<file path="src/rtl/mult_dot_accumulator_if.sv">
// mult_dot_accumulator_if: operand, multiplier and result ports of the dot-product accumulator.
interface mult_dot_accumulator_if #(
    parameter int WIDTH     = 8,
    parameter int ACC_WIDTH = 18
);
    logic                 in_valid;
    logic                 in_ready;
    logic [WIDTH-1:0]     in_a;
    logic [WIDTH-1:0]     in_b;
    logic [WIDTH-1:0]     mul_a;
    logic [WIDTH-1:0]     mul_b;
    logic [2*WIDTH-1:0]   mul_y;
    logic                 out_valid;
    logic                 out_ready;
    logic [ACC_WIDTH-1:0] out_sum;
    modport slave (
        input  in_valid, in_a, in_b, mul_y, out_ready,
        output in_ready, mul_a, mul_b, out_valid, out_sum
    );
    modport master (
        output in_valid, in_a, in_b, mul_y, out_ready,
        input  in_ready, mul_a, mul_b, out_valid, out_sum
    );
endinterface

</file>
<file path="src/rtl/mult_dot_accumulator.sv">
// mult_dot_accumulator: feeds LEN operand pairs to a fixed-latency multiplier and sums the products.
module mult_dot_accumulator #(
    parameter int WIDTH     = 8,
    parameter int LEN       = 4,
    parameter int ACC_WIDTH = 18,
    parameter int MULT_LAT  = 2
) (
    input logic                     clk,
    input logic                     rst,
    mult_dot_accumulator_if.slave   io_bus
);
    typedef enum logic [1:0] {ACCUM, DRAIN, OUT} state_t;
    localparam int CW = (LEN > 1) ? $clog2(LEN) : 1;
    localparam logic [MULT_LAT-1:0] REST_MASK = {MULT_LAT{1'b1}} >> 1;
    state_t               r_state;
    logic [CW-1:0]        r_cnt;
    logic [MULT_LAT-1:0]  r_sr;
    logic [ACC_WIDTH-1:0] r_acc;
    logic [ACC_WIDTH-1:0] r_out_sum;
    logic                 r_out_valid;
    logic                 w_accept;
    logic                 w_tap;
    logic                 w_rest;
    logic                 w_last;
    logic [ACC_WIDTH-1:0] w_sum;
    assign io_bus.in_ready  = (r_state == ACCUM);
    assign io_bus.out_valid = r_out_valid;
    assign io_bus.out_sum   = r_out_sum;
    assign w_accept = io_bus.in_valid & io_bus.in_ready;
    // Idle cycles push zeros into the multiplier so a gap can never add a stale product.
    assign io_bus.mul_a = w_accept ? io_bus.in_a : '0;
    assign io_bus.mul_b = w_accept ? io_bus.in_b : '0;
    assign w_tap  = r_sr[MULT_LAT-1];
    assign w_rest = |(r_sr & REST_MASK);
    assign w_last = (r_cnt == CW'(LEN - 1));
    assign w_sum  = r_acc + ACC_WIDTH'(io_bus.mul_y);
    always_ff @(posedge clk or posedge rst) begin
        if (rst) begin
            r_state     <= ACCUM;
            r_cnt       <= '0;
            r_sr        <= '0;
            r_acc       <= '0;
            r_out_sum   <= '0;
            r_out_valid <= 1'b0;
        end else begin
            r_sr <= (r_sr << 1) | MULT_LAT'(w_accept);
            if (w_tap) r_acc <= w_sum;
            case (r_state)
                ACCUM: if (w_accept) begin
                    r_cnt <= w_last ? '0 : CW'(r_cnt + 1'b1);
                    if (w_last) r_state <= DRAIN;
                end
                DRAIN: if (w_tap && !w_rest) begin
                    r_state     <= OUT;
                    r_out_valid <= 1'b1;
                    r_out_sum   <= w_sum;
                end
                OUT: if (io_bus.out_ready) begin
                    r_acc       <= '0;
                    r_out_valid <= 1'b0;
                    r_state     <= ACCUM;
                end
                default: r_state <= ACCUM;
            endcase
        end
    end
endmodule

</file>
<file path="src/flat_wrapper.sv">
// flat-port wrapper written by rule: the top's interface ports become plain ports
module mult_dot_accumulator_flat 
#(
    parameter int WIDTH     = 8,
    parameter int LEN       = 4,
    parameter int ACC_WIDTH = 18,
    parameter int MULT_LAT  = 2
)
  (clk, rst, io_bus_in_valid, io_bus_in_a, io_bus_in_b, io_bus_mul_y, io_bus_out_ready, io_bus_in_ready, io_bus_mul_a, io_bus_mul_b, io_bus_out_valid, io_bus_out_sum);
  mult_dot_accumulator_if #(.WIDTH(WIDTH), .ACC_WIDTH(ACC_WIDTH)) io_bus_i ();
  input logic clk;
  input logic rst;
  input wire logic [$bits(io_bus_i.in_valid)-1:0] io_bus_in_valid;
  input wire logic [$bits(io_bus_i.in_a)-1:0] io_bus_in_a;
  input wire logic [$bits(io_bus_i.in_b)-1:0] io_bus_in_b;
  input wire logic [$bits(io_bus_i.mul_y)-1:0] io_bus_mul_y;
  input wire logic [$bits(io_bus_i.out_ready)-1:0] io_bus_out_ready;
  output wire logic [$bits(io_bus_i.in_ready)-1:0] io_bus_in_ready;
  output wire logic [$bits(io_bus_i.mul_a)-1:0] io_bus_mul_a;
  output wire logic [$bits(io_bus_i.mul_b)-1:0] io_bus_mul_b;
  output wire logic [$bits(io_bus_i.out_valid)-1:0] io_bus_out_valid;
  output wire logic [$bits(io_bus_i.out_sum)-1:0] io_bus_out_sum;
  assign io_bus_i.in_valid = io_bus_in_valid;
  assign io_bus_i.in_a = io_bus_in_a;
  assign io_bus_i.in_b = io_bus_in_b;
  assign io_bus_i.mul_y = io_bus_mul_y;
  assign io_bus_i.out_ready = io_bus_out_ready;
  assign io_bus_in_ready = io_bus_i.in_ready;
  assign io_bus_mul_a = io_bus_i.mul_a;
  assign io_bus_mul_b = io_bus_i.mul_b;
  assign io_bus_out_valid = io_bus_i.out_valid;
  assign io_bus_out_sum = io_bus_i.out_sum;
  mult_dot_accumulator #(.WIDTH(WIDTH), .LEN(LEN), .ACC_WIDTH(ACC_WIDTH), .MULT_LAT(MULT_LAT)) u_core (.clk(clk), .rst(rst), .io_bus(io_bus_i));
endmodule
</file>
<file path="config.mk">
export PLATFORM = sky130hd
export DESIGN_NAME = mult_dot_accumulator_flat
export DESIGN_NICKNAME = d
export VERILOG_FILES = /design/src/rtl/mult_dot_accumulator_if.sv /design/src/rtl/mult_dot_accumulator.sv /design/src/flat_wrapper.sv
export SDC_FILE = /design/constraint.sdc
export NUM_CORES = 1
export LEC_CHECK = 0
export CORE_MARGIN = 5
export CORE_UTILIZATION = 50
export CTS_CLUSTER_DIAMETER = 40
export DETAILED_ROUTE_END_ITERATION = 6
export GPL_TIMING_DRIVEN = 0
export PLACE_DENSITY = 0.83
export SLEW_MARGIN = 5
export SYNTH_ARGS = -nofsm -noshare
export SYNTH_HDL_FRONTEND = slang
export SYNTH_SLANG_ARGS = --single-unit
</file>
<file path="constraint.sdc">
create_clock -name clk -period 4.7 [get_ports clk]
set_input_delay 0.47 -clock clk [delete_from_list [all_inputs] [get_ports clk]]
set_output_delay 0.47 -clock clk [all_outputs]
set_load 0.02 [all_outputs]
</file>
==> results of run 1 <==
layer usage:
layer	share of wire (%)	routed length, um	track usage (%)
met3	5.2	316	3.947
met4	1.4	83	7.807
met1	45	2744	28.21
met5	0	0	0
met2	48	2942	29.97
worst max-delay path: cells and delay by family:
kind            cells  cell delay (ps)
compound gates      4             1000
buf+inv             2              480
fa+ha+maj           2              470
mux                 1              280
xor+xnor            1              130
simple gates        1               60
registers in the layout, indices dropped and copies added (netlist names):
register / count
u_core.r_state: 2
u_core.io_bus.out_sum: 18
u_core.r_cnt: 2
u_core.r_acc: 18
u_core.r_sr: 2
u_core.io_bus.out_valid: 1
power by group through the flow:
stage                     logic [mW]  clock network, mW  registers [mW]
after floorplan                0.875                  0           0.747
after CTS                       1.41              0.239           0.661
final                           1.41              0.231           0.658
after detailed placement        1.41                  0           0.667
after global placement          1.37                  0           0.655
after global routing            1.56              0.257           0.687
Yosys cell counts (8+ instances only):
cell / number
ha_1: 17
mux2i_1: 9
a21oi_1: 10
o21ai_0: 8
inv_1: 10
o21ai_1: 14
and3_1: 20
clkbuf_1: 8
nor2_1: 17
nand2_1: 23
dfrtp_1: 43
area by class of cell:
| cell class | count | area, um^2 |
|---|---|---|
| inverter | 11 | 41.29 |
| timing repair buffer | 72 | 738.2 |
| tap | 70 | 87.58 |
| sequential | 43 | 1076 |
| fill | 406 | 1579 |
| clock buffer | 7 | 76.32 |
| clock inverter | 1 | 5.005 |
| buffer | 10 | 38.79 |
| multi-input combinational | 198 | 1433 |
worst max path at each step:
| stage | start | slack [ps] | end |
|---|---|---|---|
| after floorplan | io_bus_mul_y[0] | 2310 | u_core.io_bus.out_sum[16] |
| after global placement | io_bus_mul_y[0] | 1730 | u_core.io_bus.out_sum[16] |
| after detailed placement | io_bus_mul_y[0] | 1680 | u_core.io_bus.out_sum[16] |
| after CTS | io_bus_mul_y[0] | 2000 | u_core.io_bus.out_sum[16] |
| after global routing | u_core.r_state[0] | 1850 | io_bus_mul_b[6] |
| final | io_bus_mul_y[0] | 1990 | u_core.io_bus.out_sum[16] |
metrics by stage:
stage	power [mW]	hold slack (ps)	util, %	std cells
after floorplan	1.622	369.1	-	262
after global placement	2.027	400.1	66.74	403
after detailed placement	2.074	412.2	67.28	404
after CTS	2.313	430.1	68.89	412
after global routing	2.503	441.5	68.89	412
final	2.297	431.7	68.89	412
cell families after synthesis:
group | count (synthesis) | synth area share [%]
and+or+nand+nor | 86 | 17.16
xor gates and xnor gates | 12 | 4.060
AOI/OAI and AO/OA | 63 | 17.30
DFF | 43 | 41.57
muxes | 19 | 7.830
buffers and inverters | 21 | 3.093
adders and majority gates | 18 | 8.990
==> run_results.csv, run 1 <==
group,metric,value,unit
outcome,status,"finished clean",
power_and_ir_drop,p_leak,1.581,nW
finish,final_common_cell,"clkdlybuf4s50_1",
worst_setup_path,crit_type,"primary input to flip-flop",
die,core.rowCount,26,
placed_design,io_buffers,71,
flow_run,drv_cap,0,
detailed_routing,drcViolationCount,0,
logic_synthesis,ys_seq_area_share,41.57,%
sta,finalCritPeriodShare,57.77,%
sta,rsz0062_at_grt,"false",
power_and_ir_drop,seqPwrFrac,28.7,%
sta,tns,0,ps
sta,skew,4.768,ps
detailed_routing,first_pass_iters,4,
sta,fin_ws,1985,ps
sta,final-setup-viol-count,0,
detailed_routing,vias,2207,
detailed_routing,drt_iter0_markers,160,
cts,cts_tree,"done",
worst_setup_path,r2r_start,"u_core.r_acc[0]",
sta,slew_headroom,52.53,%
worst_setup_path,reg2regPathDepth,10,
worst_hold_path,min_to,"u_core.r_sr[1]",
cts,cts-root-buf,"clkbuf_8",
worst_hold_path,min_path_type,"flip-flop to flip-flop",
die,initial_utilization,51.01,%
worst_hold_path,min_path_cells,0,
power_and_ir_drop,p_comb_share,61.3,%
power_and_ir_drop,switching_share,42.88,%
cts,cts_htree_levels,2,
finish,nets,395,
finish,final_cell_mix,"clkdlybuf4s50_1, dfrtp_1, nand2_1, and3_1",
logic_synthesis,synth-edff-count,0,
worst_setup_path,max_stage_delay,410,ps
logic_synthesis,syn-instance-count,262,
power_and_ir_drop,p_per_area,657.1,nW/um^2
cts,cts.clk_slew.worst_paths,80,ps
power_and_ir_drop,p_int,1.312,mW
die,dieArea,6717,um^2
die,die_h,81.96,um
power_and_ir_drop,power_switching,0.9851,mW
global_route,grt_pass1_vias,2193,
die,pin_count,72,
sta,worst_pin_slew,712.1,ps
global_route,grt.overflow.total,0,
worst_setup_path,crit_chain,"clkdlybuf4s50_1 -> ha_1 -> inv_1 -> fa_1 -> nor2b_4 -> o31a_4 -> o211ai_4 -> a31oi_4 -> a311oi_4 -> xnor2_1 -> mux2_2",
cts,cts.sinks,43,
worst_setup_path,critPathCaptureType,"flip-flop",
logic_synthesis,netlist_area,2589,um^2
cts,post_cts_buffers,0,
global_route,antenna_found_initial,0,
cts,numCtsBuffers,5,
worst_setup_path,r2r_end,"u_core.io_bus.out_sum[16]",
finish,stdcell_area,3496,um^2
placed_design,gp_congestion,0.8885,
sta,hold_viol,0,
global_route,grt_pass1_wl,10260,um
power_and_ir_drop,ir_drop,0.0003716,V
die,die_w,81.96,um
logic_synthesis,synthTopCellsByArea,"dfrtp_1, ha_1, and3_1",
detailed_routing,drtAntennaViolNets,0,
worst_hold_path,hold_start,"u_core.r_sr[0]",
logic_synthesis,yosys_warnings,0,
cts,holdBufCountCts,0,
cts,clock_latency,300,ps
logic_synthesis,async_reset_ff_share,100.0,%
power_and_ir_drop,clkPwrFrac,10.0,%
logic_synthesis,yosysTopAreaCell,"dfrtp_1",
logic_synthesis,ys.flop_type,"dfrtp_1",
logic_synthesis,syn_area_per_cell,9.881,um^2
logic_synthesis,synth_top_area_share,41.57,%
die,core-area,5075,um^2
logic_synthesis,ys_types,52,
global_route,grt_start_max_net_pins,24,
logic_synthesis,syn_nets,316,
sta,max_freq,0.3683,GHz
cts,cts_buffer_depth,2,
worst_setup_path,arrival,2900,ps
placed_design,dp_hpwl,4796,um
detailed_routing,drt-total-wl,6087,um
logic_synthesis,synth_seq_cells,43,
placed_design,place_area,3415,um^2
sta,fin_crit,2715,ps
global_route,grt_usage,19.95,%
finish,syn_to_final_growth,35.04,%
worst_setup_path,r2r_slack,2190,ps
placed_design,dp_slack,1684,ps
sta,drv_slew,0,
worst_setup_path,required,4880,ps
cts,cts_resized,0,
finish,drive_above_1_share,6.725,%
finish,antenna_cells,0,
detailed_routing,post_drt_wl_per_cell,14.77,um
worst_setup_path,cpMaxStageDelayCell,"clkdlybuf4s50_1",
detailed_routing,via_per_inst,5.357,
worst_setup_path,crit_fanout,4,
worst_setup_path,startpoint_type,"primary input",
No activity file was read; power rests on OpenSTA's default activity.
==> run 2: changes to the inputs <==
Settings changed: CORE_UTILIZATION 50 to 44, PLACE_DENSITY 0.83 to 0.77.
Clock period 4.7 ns to 2.2 ns, I/O delays scaled along.
==> run 2 against run 1 <==
The run now ends with setup timing left. Count of clock-buffer cells in the layout shrank 1. Die area grew 12%. First-iteration DRC count shrank 42%. Worst hold slack lost 280 ps. Design area grew 11%. Utilization shrank 2.3 points. Final cell count grew 3.2%. Critical path type is now flip-flop to flip-flop. Critical endpoint unchanged. Largest cell class unchanged.
==> run_results.csv, run 2 (synthesis gave the netlist of run 1 again) <==
group,metric,value,unit
finish,final_util,66.63,%
finish,seqCellArea,1076,um^2
placed_design,place_inst,409,
placed_design,place_area,3416,um^2
cts,cts.sinks,43,
placed_design,io_buffers,71,
sta,worst_pin_slew,694.8,ps
global_route,antenna_found_initial,0,
placed_design,gp_congestion,0.9137,
finish,final_common_cell,"clkdlybuf4s50_1",
detailed_routing,drt-total-wl,7093,um
die,core.rowCount,28,
sta,fin_ws,-135.6,ps
finish,final_cell_mix,"clkdlybuf4s50_1, dfrtp_1, nand2_1, and3_1, nor2_1",
die,core-area,5816,um^2
outcome,status,"finished with violations",
worst_setup_path,arrival,2530,ps
detailed_routing,drt_iter0_markers,93,
die,pin_count,72,
finish,fin_cells,425,
detailed_routing,drtAntennaViolNets,0,
die,die_h,86.71,um
sta,fin_crit,2336,ps
worst_setup_path,critPathCaptureType,"flip-flop",
cts,cts_tree,"done",
cts,cts_htree_levels,2,
detailed_routing,drcViolationCount,0,
die,die_w,86.71,um
outcome,violations,"setup timing",
placed_design,dp_slack,-493.6,ps
cts,clock_latency,310,ps
power_and_ir_drop,p_int,3.304,mW
global_route,grt_usage,17.54,%
global_route,grt_pass1_vias,2243,
cts,holdBufCountCts,0,
global_route,grt_start_max_net_pins,34,
finish,antenna_cells,0,
power_and_ir_drop,clkPwrFrac,11.4,%
sta,skew,6.150,ps
sta,finalCritPeriodShare,106.2,%
sta,hold_viol,0,
cts,numCtsBuffers,5,
finish,stdcell_area,3875,um^2
flow_run,drv_cap,0,
sta,drv_slew,0,
cts,cts.clk_slew.worst_paths,80,ps
power_and_ir_drop,p_leak,1.813,nW
finish,num-fill-cells,476,
sta,max_freq,0.4282,GHz
detailed_routing,first_pass_iters,4,
power_and_ir_drop,power_switching,2.414,mW
sta,rsz0062_at_grt,"true",
die,initial_utilization,44.51,%
finish,nets,403,
finish,syn_to_final_growth,49.69,%
cts,cts-root-buf,"clkbuf_8",
global_route,grt_pass1_wl,10410,um
global_route,grt.overflow.total,0,
power_and_ir_drop,ir_drop,0.0008537,V
detailed_routing,vias,2300,
sta,slew_headroom,53.68,%
worst_hold_path,min_path_type,"primary input to asynchronous set/reset pin",
worst_setup_path,required,2400,ps
die,dieArea,7518,um^2
detailed_routing,via_per_inst,5.412,
worst_setup_path,crit_type,"flip-flop to flip-flop",
finish,multiInputGateArea,1684,um^2
power_and_ir_drop,p_comb_share,63.1,%
worst_setup_path,crit_fanout,2,
power_and_ir_drop,seqPwrFrac,25.4,%
power_and_ir_drop,switching_share,42.21,%
finish,drive_above_1_share,18.00,%
power_and_ir_drop,p_per_area,1476,nW/um^2
worst_setup_path,startpoint_type,"flip-flop",
cts,cts_buffer_depth,2,
placed_design,dp_hpwl,4800,um
sta,hold_ws,152.7,ps
detailed_routing,post_drt_wl_per_cell,16.69,um
sta,final-setup-viol-count,8,
## run 2: cell types whose count changed in the layout (fill, tap and decap cells not counted), sizes merged
cell / delta
buf: +8
dlymetal6s2s: +9
clkdlybuf4s50: -9
clkbuf: -1
bufinv: +1
## run 2: power groups by stage
stage,combinational [mW],clock [mW],sequential (mW)
floorplan,1.87,0,1.60
global placement,2.92,0,1.40
detailed placement,3.00,0,1.42
CTS,3.24,0.658,1.41
global route,3.92,0.694,1.51
finish,3.61,0.654,1.45
## run 2: worst paths after layout
| check | start | endpoint | slack [ps] | cells past startpoint |
|---|---|---|---|---|
| max in group asynchronous | rst | u_core.io_bus.out_sum[10] | 1600 | 3 |
| max | u_core.r_acc[0] | u_core.io_bus.out_sum[16] | -140 | 10 |
| min in group clk | u_core.r_sr[0] | u_core.r_sr[1] | 410 | 0 |
| min | rst | u_core.r_acc[0] | 150 | 2 |
| min reg2reg | u_core.r_sr[0] | u_core.r_sr[1] | 410 | 0 |
| max reg2reg | u_core.r_acc[0] | u_core.io_bus.out_sum[16] | -140 | 10 |
## run 2: layout make-up
cell class / count / share of cell area [%]
Clock inverter: 2 / 0.9041
Tap cell: 75 / 2.422
Sequential cell: 43 / 27.77
Inverter: 11 / 1.066
Clock buffer: 6 / 2.131
Timing Repair Buffer: 80 / 21.18
Buffer: 10 / 1.066
Multi-Input combinational cell: 198 / 43.46
## run 2: per-stage QoR
stage               TNS [ps]  power, mW
finish                -717.8      5.718
global placement       -4908      4.321
CTS                   -776.0      5.314
detailed placement     -5376      4.420
global route           -1570      6.115
floorplan             -60.69      3.470
## run 2: routing by layer
metal	wire [um]	share of wire [%]	GRT usage, %
met1	2915	41	22.30
met3	280	3.9	3.042
met5	0	0	0
met4	108	1.5	5.949
met2	3789	53	30.04
## run 2: worst max-delay path: stages, from the launching register on
cell,delay [ps]
dfrtp_1,420
ha_4,190
inv_2,50
fa_2,220
nor2b_4,50
o31a_4,290
o211ai_4,190
a31oi_4,120
a311oi_4,310
xnor2_1,110
mux2_4,270
## run 2: timing repair
item / in CTS / in global routing
setup endpoints to repair: 20 / 29
setup buffers: 6 / 2
cloned: 0 / 0
pin swaps: 10 / 20
endpoints found under the hold margin: 0 / 0
gates resized for setup: 16 / 37
==> run 3: changes to the inputs <==
Settings changed: CORE_UTILIZATION 44 to 40, PLACE_DENSITY 0.77 to 0.71.
==> run 3 against run 2 <==
The run still ends with setup timing left. Global-route usage decreased by 1.6 points. Clock power up 13%. First-iteration DRC count fell by 15%. Via count down 4.1%. Non-clock buffer count fell by 3. Design area up 0.52%. Count of clock-buffer cells in the layout is the same. Flip-flop and latch count is the same. Register-to-register slack better by 20 ps. Final cell count fell by 0.24%. Sequential power about the same.
==> run_results.csv, run 3 (synthesis gave the netlist of run 1 again) <==
group,metric,value,unit
outcome,status,"finished with violations",
outcome,violations,"setup timing",
worst_setup_path,startpoint_type,"flip-flop",
worst_setup_path,crit_fanout,3,
sta,worst_pin_slew,702.2,ps
cts,holdBufCountCts,0,
worst_hold_path,min_path_type,"primary input to asynchronous set/reset pin",
sta,max_freq,0.4314,GHz
worst_setup_path,critPathCaptureType,"flip-flop",
power_and_ir_drop,p_leak,1.817,nW
finish,final_common_cell,"clkdlybuf4s50_1",
power_and_ir_drop,p_per_area,1470,nW/um^2
sta,final-setup-viol-count,6,
detailed_routing,post_drt_wl_per_cell,15.66,um
finish,final_cell_mix,"clkdlybuf4s50_1, dfrtp_1, nand2_1, and3_1, nor2_1",
sta,fin_ws,-118.1,ps
placed_design,io_buffers,71,
global_route,grt_usage,15.90,%
global_route,grt_pass1_vias,2263,
finish,nets,400,
detailed_routing,via_per_inst,5.203,
detailed_routing,drt-total-wl,6641,um
worst_setup_path,required,2390,ps
cts,cts_buffer_depth,2,
cts,cts.clk_slew.worst_paths,90,ps
global_route,grt_pass1_wl,10780,um
flow_run,drv_cap,0,
sta,tns,-274.2,ps
finish,drive_above_1_share,17.87,%
worst_setup_path,crit_type,"flip-flop to flip-flop",
sta,fin_crit,2318,ps
worst_setup_path,crit_start,"u_core.r_acc[0]",
cts,cts-root-buf,"clkbuf_8",
sta,skew,12.45,ps
placed_design,gp_congestion,0.8907,
sta,hold_viol,0,
worst_setup_path,reg2regPathDepth,10,
global_route,antenna_found_initial,0,
placed_design,dp_hpwl,4759,um
die,core-area,6314,um^2
detailed_routing,vias,2206,
die,core.rowCount,29,
power_and_ir_drop,p_total,5.726,mW
die,die_w,90.45,um
finish,syn_to_final_growth,50.46,%
sta,slew_headroom,53.19,%
worst_setup_path,r2r_start,"u_core.r_acc[0]",
die,dieArea,8180,um^2
die,die_h,90.45,um
finish,antenna_cells,0,
cts,clock_latency,300,ps
worst_setup_path,r2r_end,"u_core.io_bus.out_sum[16]",
power_and_ir_drop,ir_drop,0.0009013,V
global_route,grt_start_max_net_pins,24,
detailed_routing,drtAntennaViolNets,0,
cts,cts.sinks,43,
cts,cts_htree_levels,2,
sta,finalCritPeriodShare,105.4,%
die,initial_utilization,41.00,%
sta,rsz0062_at_grt,"true",
detailed_routing,first_pass_iters,4,
worst_setup_path,arrival,2500,ps
sta,drv_slew,0,
die,pin_count,72,
global_route,grt.overflow.total,0,
detailed_routing,drt_iter0_markers,79,
cts,numCtsBuffers,5,
worst_setup_path,r2r_slack,-120,ps
detailed_routing,drcViolationCount,0,
cts,cts_tree,"done",
==> run 3: cell types whose count changed in the layout (fill, tap and decap cells not counted), sizes merged <==
| cell | previous run | this run |
|---|---|---|
| bufinv | 1 | 2 |
| buf | 11 | 8 |
| clkdlybuf4s50 | 62 | 60 |
| dlygate4sd2 | 0 | 1 |
| dlymetal6s2s | 9 | 10 |
| clkinv | 1 | 0 |
==> run 3: metal layers <==
layer | part of all wire [%] | vias up | routed length, um | track usage [%]
li1 | - | 1105 | - | -
met1 | 46 | 1047 | 3026 | 21.05
met2 | 49 | 48 | 3276 | 26.40
met3 | 3.9 | 6 | 261 | 3.417
met4 | 1.1 | 0 | 76 | 3.970
met5 | 0 | - | 0 | 0
==> run 3: critical path: stages (launching register included) <==
cell and delay [ps]:
dfrtp_1 410, ha_4 180, inv_2 50, fa_2 220
nor2b_4 50, o31a_4 290, o211ai_4 190, a31oi_4 120
a311oi_4 320, xnor2_1 110, mux2_2 260
==> run 3: repair_timing <==
action,CTS,global route
resized for setup,18,45
setup endpoints to repair,19,29
pin swaps,14,22
setup buffers,6,0
==> run 3: worst max-delay path by stage <==
stage	end	depth (start not counted)	slack, ps
after floorplan	u_core.io_bus.out_sum[16]	10	-60
after global placement	u_core.io_bus.out_sum[16]	11	-510
after detailed placement	u_core.io_bus.out_sum[16]	11	-510
after CTS	u_core.io_bus.out_sum[16]	10	-180
after global routing	u_core.io_bus.out_sum[16]	10	-200
final	u_core.io_bus.out_sum[16]	10	-120
==> run 3: layout make-up <==
type | count | area (um^2)
Fill cell | 542 | 2419
Multi-Input combinational cell | 198 | 1700
Sequential cell | 43 | 1076
Timing Repair Buffer | 77 | 807.0
Tap cell | 77 | 96.34
Clock buffer | 6 | 72.57
Clock inverter | 2 | 60.06
Buffer | 10 | 41.29
Inverter | 11 | 41.29
==> run 3: stage by stage <==
stage,utilization (%),hold WS (ps),worst slack [ps],area (um^2),instances
finish,61.69,249.7,-118.1,3895,424
global route,61.69,300.0,-204.9,3895,424
CTS,58.26,273.8,-179.1,3679,425
detailed placement,54.26,391.8,-514.7,3426,411
global placement,53.82,385.9,-508.1,3398,410
floorplan,-,328.2,-60.69,2591,262
==> run 3: report_power, final <==
part	switching (mW)	total, mW	leakage (nW)	internal (mW)
Clock	0.285	0.740	0.0654	0.454
Sequential	0.263	1.45	0.515	1.19
Combinational	1.81	3.54	1.24	1.73
Total	2.36	5.73	1.82	3.37
